[config.mk]
export PLATFORM = sky130hd
export DESIGN_NAME = pdm_cic_decimator_dual
export DESIGN_NICKNAME = d
export VERILOG_FILES = /design/src/rtl/pdm_cic_decimator_dual_pkg.sv /design/src/rtl/pdm_cic_decimator_dual_cic_channel.sv /design/src/rtl/pdm_cic_decimator_dual.sv
export SDC_FILE = /design/constraint.sdc
export NUM_CORES = 1
export LEC_CHECK = 0
export ABC_AREA = 1
export BUFFER_PORTS_ARGS = -buffer_cell sky130_fd_sc_hd__buf_2
export CAP_MARGIN = 20
export CORE_MARGIN = 2
export CORE_UTILIZATION = 50
export CTS_CLUSTER_SIZE = 12
export DETAILED_ROUTE_END_ITERATION = 8
export HOLD_SLACK_MARGIN = 0.02
export PLACE_DENSITY = 0.65
export REMOVE_ABC_BUFFERS = 1
export SYNTH_ARGS = -nofsm -noshare
export SYNTH_HDL_FRONTEND = slang
export SYNTH_SLANG_ARGS = --single-unit
[constraint.sdc]
create_clock -name clk -period 13.25 [get_ports clk]
set_input_delay 2.65 -clock clk [delete_from_list [all_inputs] [get_ports clk]]
set_output_delay 2.65 -clock clk [all_outputs]
set_load 0.01 [all_outputs]
[src/rtl/pdm_cic_decimator_dual_pkg.sv]
// Shared constants for the dual-channel PDM CIC decimator: filter order,
// PCM width, accumulator width derivation and output saturation limits.
package pdm_cic_decimator_dual_pkg;

    localparam int CIC_ORDER = 4;
    localparam int PCM_W     = 16;
    localparam int PCM_MAX   = 32767;
    localparam int PCM_MIN   = -32768;

    // Number of decimation ticks swallowed while the comb delays fill.
    localparam logic [2:0] WARM_TICKS = 3'd4;

    // A 2-bit signed input grows by log2(R) bits per integrator stage.
    function automatic int acc_width(input int decim);
        return 2 + CIC_ORDER * $clog2(decim);
    endfunction

endpackage

[src/rtl/pdm_cic_decimator_dual_cic_channel.sv]
// One CIC channel: four integrators at input rate, four combs at tick rate,
// then arithmetic shift and saturation into a registered PCM sample.
module cic_channel
    import pdm_cic_decimator_dual_pkg::*;
#(
    parameter int ACC_W = 26
) (
    input  logic                    clk,
    input  logic                    rst,
    input  logic                    in_valid,
    input  logic                    sdr_data,
    input  logic                    tick,
    input  logic                    load,
    output logic signed [PCM_W-1:0] pcm
);

    localparam int SHIFT = ACC_W - (PCM_W + 1);
    localparam logic signed [ACC_W-1:0] SAT_HI = ACC_W'(PCM_MAX);
    localparam logic signed [ACC_W-1:0] SAT_LO = ACC_W'(PCM_MIN);

    logic signed [ACC_W-1:0] integ_q   [CIC_ORDER];
    logic signed [ACC_W-1:0] integ_d   [CIC_ORDER];
    logic signed [ACC_W-1:0] comb_dly_q[CIC_ORDER];
    logic signed [ACC_W-1:0] comb_y    [CIC_ORDER+1];
    logic signed [ACC_W-1:0] sample;
    logic signed [ACC_W-1:0] shifted;
    logic signed [PCM_W-1:0] pcm_sat;

    // NOTE: every variable driven here gets a default first so no path can leave it unassigned and infer a latch.
    always_comb begin
        sample  = sdr_data ? ACC_W'(1) : '1;
        integ_d = integ_q;
        comb_y  = '{default: '0};
        pcm_sat = '0;

        // Chain through post-update values so the comb sees this cycle's sample.
        integ_d[0] = integ_q[0] + sample;
        for (int i = 1; i < CIC_ORDER; i++) begin
            integ_d[i] = integ_q[i] + integ_d[i-1];
        end

        comb_y[0] = integ_d[CIC_ORDER-1];
        for (int i = 0; i < CIC_ORDER; i++) begin
            comb_y[i+1] = comb_y[i] - comb_dly_q[i];
        end

        shifted = comb_y[CIC_ORDER] >>> SHIFT;
        if (shifted > SAT_HI) begin
            pcm_sat = PCM_W'(PCM_MAX);
        end else if (shifted < SAT_LO) begin
            pcm_sat = PCM_W'(PCM_MIN);
        end else begin
            pcm_sat = shifted[PCM_W-1:0];
        end
    end

    // NOTE: state registers use non-blocking assignments; the filter arrays are a handful of flops, so all are cleared by reset.
    always_ff @(posedge clk or negedge rst) begin
        if (!rst) begin
            integ_q    <= '{default: '0};
            comb_dly_q <= '{default: '0};
            pcm        <= '0;
        end else begin
            if (in_valid) begin
                integ_q <= integ_d;
            end
            if (tick) begin
                for (int i = 0; i < CIC_ORDER; i++) begin
                    comb_dly_q[i] <= comb_y[i];
                end
            end
            if (load) begin
                pcm <= pcm_sat;
            end
        end
    end

endmodule

[src/rtl/pdm_cic_decimator_dual.sv]
// Dual-microphone PDM to PCM decimator: two CIC channels sharing one
// decimation counter, one warm-up counter and one output strobe.
module pdm_cic_decimator_dual
    import pdm_cic_decimator_dual_pkg::*;
#(
    parameter int DECIM = 64
) (
    input  logic                    clk,
    input  logic                    rst,
    input  logic                    in_valid,
    input  logic                    sdr_data_0,
    input  logic                    sdr_data_1,
    output logic signed [PCM_W-1:0] pcm_0,
    output logic signed [PCM_W-1:0] pcm_1,
    output logic                    pcm_valid
);

    localparam int ACC_W = acc_width(DECIM);
    localparam int CNT_W = $clog2(DECIM);
    localparam logic [CNT_W-1:0] CNT_LAST = CNT_W'(DECIM - 1);

    logic [CNT_W-1:0] dec_cnt_q;
    logic [2:0]       warm_q;
    logic             tick;
    logic             warm_done;
    logic             load;

    assign tick      = in_valid && (dec_cnt_q == CNT_LAST);
    assign warm_done = (warm_q == WARM_TICKS);
    assign load      = tick && warm_done;

    // DECIM is a power of two, so the counter wraps on its own.
    always_ff @(posedge clk or negedge rst) begin
        if (!rst) begin
            dec_cnt_q <= '0;
            warm_q    <= '0;
            pcm_valid <= 1'b0;
        end else begin
            pcm_valid <= load;
            if (in_valid) begin
                dec_cnt_q <= dec_cnt_q + CNT_W'(1);
            end
            if (tick && !warm_done) begin
                warm_q <= warm_q + 3'd1;
            end
        end
    end

    cic_channel #(.ACC_W(ACC_W)) u_ch0 (
        .clk      (clk),
        .rst      (rst),
        .in_valid (in_valid),
        .sdr_data (sdr_data_0),
        .tick     (tick),
        .load     (load),
        .pcm      (pcm_0)
    );

    cic_channel #(.ACC_W(ACC_W)) u_ch1 (
        .clk      (clk),
        .rst      (rst),
        .in_valid (in_valid),
        .sdr_data (sdr_data_1),
        .tick     (tick),
        .load     (load),
        .pcm      (pcm_1)
    );

endmodule

## Word-level counts from Yosys, hierarchy flattened

Cells that the tools add are included.

- Multiplexer cells: 6
- Reduce and logical (&&, ||, !) cells: 4
- Equal/unequal tests: 2
- Order comparisons: 4
- Add/subtract/negate cells: 18

Operators with widths:

| cell | number |
|---|---|
| adder 26 bit | 8 |
| subtractor 26 bit | 8 |
| two-way mux 16 bit | 4 |
| two-way mux 26 bit | 2 |
| greater-than comparator 17 x 16 -> 1 bit, second input constant | 2 |
| < comparator 17 x 16 -> 1 bit, second input constant | 2 |
| adder 6 x 1 -> 6 bit, second input constant | 1 |
| == test 6 bit, second input constant | 1 |
| adder 3 x 1 -> 3 bit, second input constant | 1 |
| == test 3 bit, second input constant | 1 |
| logical AND 1 bit | 3 |
| zero test 1 bit | 1 |

- Flip-flop bits (word level): 458
- Input port bits: 5
- Output and inout port bits: 33
- Word-level logic and storage cells: 55

## Depth between registers and ports, before layout

- Depth in word-level cells: 12
- Gate-level depth with buffers: 66
- Gate-level depth less buffers: 65

## Modules after synthesis

A second synthesis with hierarchy kept.

- Cell total of the unflattened synthesis: 4538
- Area total of the unflattened synthesis: 34734.6 um^2

By module, submodules not included:

| module | area an instance (um^2) | cells an instance | times used | sequential area each (um^2) |
|---|---|---|---|---|
| cic_channel at u_ch1 | 17123.9 | 2253 | 1 | 5605.4 |
| cic_channel at u_ch0 | 17091.4 | 2226 | 1 | 5605.4 |
| pdm_cic_decimator_dual | 519.2 | 59 | 1 | 250.2 |

## Worst setup path before layout

OpenSTA, ideal clock, no wires.

- Kind: input port to flip-flop
- From: in sdr_data_0
- To: reg u_ch0.pcm[10]
- Setup time: 0.120 ns
- Cell stages on the path: 59
- Data required time: 13.130 ns
- Path buffers: 1
- Slack: 1.137 ns
- Arrival time: 11.992 ns
- Cells stage by stage: inv_1 > ha_1 > nand2_1 > nand2_1 > a21oi_1 > o21ai_0 > nand3_1 > nand2_1 > xor2_1 > ha_1 > a21oi_1 > o21ai_0 > a21oi_1 > nand2_1 > xor2_1 > ha_1 > a21o_1 > a21oi_1 > [... 23 more ...] > o21ai_1 > nand2_1 > inv_1 > nor2_1 > ha_1 > nand2_1 > nor4_1 > nand3_1 > nand3_1 > a21o_1 > a21o_1 > xor2_1 > nand3_1 > nand2_4 > nand2_4 > nand2_4 > buf_6 > a21oi_2

RTL lines:

| item | RTL line | RTL |
|---|---|---|
| from (decl) | pdm_cic_decimator_dual.sv:11 | `input logic sdr_data_0,` |
| to (signal assigned) | pdm_cic_decimator_dual_cic_channel.sv:73 | `pcm <= pcm_sat;` |
| to (decl) | pdm_cic_decimator_dual_cic_channel.sv:14 | `output logic signed [PCM_W-1:0] pcm` |

==> results.py <==
metrics = {
    "outcome": {
        "outcome": "finished clean",
    },
    "critical_path": {
        "cp_slowest_cell": "ha_1",
        "r2r_end": "u_ch0.pcm[2]$_DFFE_PN0P_",
        "r2r_slack_ns": 2.82,
        "crit_path_max_incr_delay_ns": 0.39,
        "cp.required_ns": 13.73,
        "cpMostUsedCell": "nand2_1",
        "rr_worst_depth": 59,
        "cp-start-kind": "primary input",
        "path_class": "primary input to flop",
        "crit_fanout": 15,
        "critPathArrivalTime_ns": 12.67,
        "crit_buf_inv": 4,
        "critical_path.top_delay_family": "compound AO/OA/AOI/OAI gates",
        "cp-end-kind": "flop",
        "r2r-start": "u_ch0.integ_q[78]$_DFFE_PN0P_",
    },
    "cts": {
        "cts.sinks": 458,
        "postCtsSetupBuffers": 0,
        "cts-root-buf": "clkbuf_16",
        "clock_latency_ns": 0.61,
        "numCtsBuffers": 54,
        "htree_levels": 2,
        "clockBufferDepth": 3,
        "cts.clk_slew.worst_paths_ns": 0.06,
        "cts_tree": "yes",
    },
    "grt": {
        "antenna_found_initial": 0,
        "grt_pass1_wl_mm": 118,
        "grt_pass1_vias": 25800,
        "grt-ovfl-total": 0,
        "track_usage": 0.193,
        "grt_max_degree": 154,
    },
    "floorplanning": {
        "core_um2": 67500,
        "rows": 95,
        "chipWidth_um": 266,
        "die_y_um": 266,
        "start_util": 0.507,
        "dieArea_um2": 70600,
        "ios": 38,
    },
    "routing": {
        "top_layer": "met4",
        "detail-route-antenna-nets": 0,
        "via_per_inst": 4.99,
        "dr_wl_met3_mm": 1.76,
        "wl_per_cell_um": 12.5,
        "drcViolationCount": 0,
        "drt_iter0_drc": 1270,
        "wl_met1_mm": 35.0,
        "vias": 26800,
        "wirelength_mm": 67.0,
        "dr.pass1.iters": 5,
        "wl_met2_mm": 28.9,
    },
    "synthesis": {
        "async_flop_share": 1.00,
        "synth_common_cells": "1310 x nand2_1, 501 x inv_1, 458 x dfrtp_1",
        "seq_area_frac_synth": 0.335,
        "synth_top_area_share": 0.335,
        "ys_warn_count": 0,
        "syn_avg_cell_area_um2": 7.70,
        "synth_cells": 4445,
        "synth_largest_area_cell": "dfrtp_1",
        "syn_area_um2": 34200,
        "ys_types": 54,
        "ys_ff_latch": 458,
        "synth_ff_type": "dfrtp_1",
        "yosysMostFrequentCell": "nand2_1",
        "netlist_top_cells_area": "dfrtp_1 33%, ha_1 15%, nand2_1 14%",
        "synth-edff-count": 0,
    },
    "worst_hold_path": {
        "hold_end": "u_ch1.integ_q[26]$_DFFE_PN0P_",
        "min_path_cells": 2,
        "hp-class": "flop to flop",
        "min-delay-start": "u_ch1.integ_q[26]$_DFFE_PN0P_",
    },
    "sta": {
        "finalHoldViolCount": 0,
        "worst_pin_slew_ns": 0.936,
        "clock_skew_ns": 0.0133,
        "period_minus_slack_ns": 12.19,
        "finalSetupTns_ns": 0,
        "drv_slew": 0,
        "slew_headroom": 0.376,
        "max_freq_ghz": 0.0820,
        "setup_viol_count_final": 0,
        "finalCritPeriodShare": 0.920,
    },
    "final_layout": {
        "synthToLayoutAreaGrowth_pct": 8.52,
        "fin_cells": 5370,
        "final_core_util": 0.550,
        "seqCellArea_um2": 11500,
        "n_fill_cell": 6326,
        "drive_above_1_share": 0.0609,
        "multi_input_area_um2": 20500,
        "nets": 4874,
        "diodes": 0,
    },
    "place": {
        "dp_hpwl_mm": 49.4,
        "placedCellCount": 5271,
        "numPortBuffers": 37,
        "gp_congestion": 0.816,
    },
    "run": {
        "maxCapViolCount": 0,
    },
}
## per-stage QoR
step / cell area (um^2) / setup slack [ns] / hold slack (ns)
finish: 37100 / 1.06 / 0.480
global placement: 35300 / 0.263 / 0.462
floorplan: 33800 / 1.14 / 0.446
CTS: 37100 / 0.722 / 0.484
global route: 37100 / -0.00104 / 0.500
detailed placement: 35300 / 0.145 / 0.470
## what timing repair did
action / 4_1_cts / 5_1_grt
hold buffers: 0 / 0
endpoints found under the setup margin: 0 / 31
gates resized for setup: 0 / 12
## final cells by class
cell class	instances	area share
multi-input cells	3384	0.552
flip-flops and latches	458	0.309
inverters	504	0.0513
clock buffers	79	0.0427
well taps	873	0.0294
repair buffers	53	0.00909
clock inverters	19	0.00653
## metal layers
| layer | up-vias | GRT usage |
|---|---|---|
| li1 | 14600 | - |
| met1 | 12000 | 0.274 |
| met2 | 225 | 0.318 |
| met3 | 71 | 0.0236 |
| met4 | 0 | 0.0424 |
| met5 | - | 0 |
## cell usage in the layout, fill, tap and decap left out, drive strengths merged, types with 3 or more instances in the layout
master / netlist / layout
nand3: 200 / 200
o21ai: 361 / 361
a21boi: 33 / 33
o31ai: 9 / 9
or2: 38 / 38
nor4: 4 / 4
a31oi: 14 / 14
fa: 14 / 14
o21bai: 16 / 16
clkinv: 0 / 12
and2: 3 / 3
bufinv: 0 / 5
nor2: 106 / 106
a21o: 23 / 23
nand2: 1335 / 1335
a21oi: 401 / 401
clkbuf: 82 / 79
xor2: 267 / 267
a211oi: 7 / 7
o221ai: 5 / 5
nand4: 16 / 16
a221oi: 7 / 7
buf: 17 / 53
nor3: 12 / 12
o21a: 6 / 6
ha: 400 / 400
o211ai: 5 / 5
inv: 504 / 506
dfrtp: 458 / 458
xnor2: 94 / 94
## how the worst max path moves through the flow
stage	start	endpoint	depth (start not counted)
after global placement	sdr_data_1	u_ch1.pcm[2]$_DFFE_PN0P_	56
after floorplan	sdr_data_0	u_ch0.pcm[13]$_DFFE_PN0P_	58
after detailed placement	sdr_data_1	u_ch1.pcm[1]$_DFFE_PN0P_	56
after CTS	sdr_data_1	u_ch1.pcm[0]$_DFFE_PN0P_	56
after global routing	sdr_data_0	u_ch0.pcm[0]$_DFFE_PN0P_	61
final	sdr_data_0	u_ch0.pcm[2]$_DFFE_PN0P_	60
## flip-flops by register name (all words and copies together) (netlist names)
register,count
u_ch0.comb_dly_q,104
warm_q,3
u_ch1.comb_dly_q,104
dec_cnt_q,6
pcm_valid,1
u_ch0.integ_q,104
u_ch1.integ_q,104
u_ch1.pcm,16
u_ch0.pcm,16
## worst min-delay path, delay by kind of cell, from the launching register on
| family | cells | cell delay, ns |
|---|---|---|
| DFF | 1 | 0.35 |
| and+or+nand+nor | 2 | 0.10 |
## kinds of logic (layout without fill, tap and decap cells)
kind of cell / count (synthesis) / in the layout / share of synthesized area
AOI/OAI and AO/OA: 892 / 892 / 0.145
xor gates and xnor gates: 361 / 361 / 0.0924
adders and majority gates: 414 / 414 / 0.154
buffers and inverters: 603 / 655 / 0.0670
DFF: 458 / 458 / 0.335
and+or+nand+nor: 1717 / 1717 / 0.207
Power is left out: the tool's default activity adds up to more than one toggle a clock period on the data nets, which glitch-free logic cannot reach.
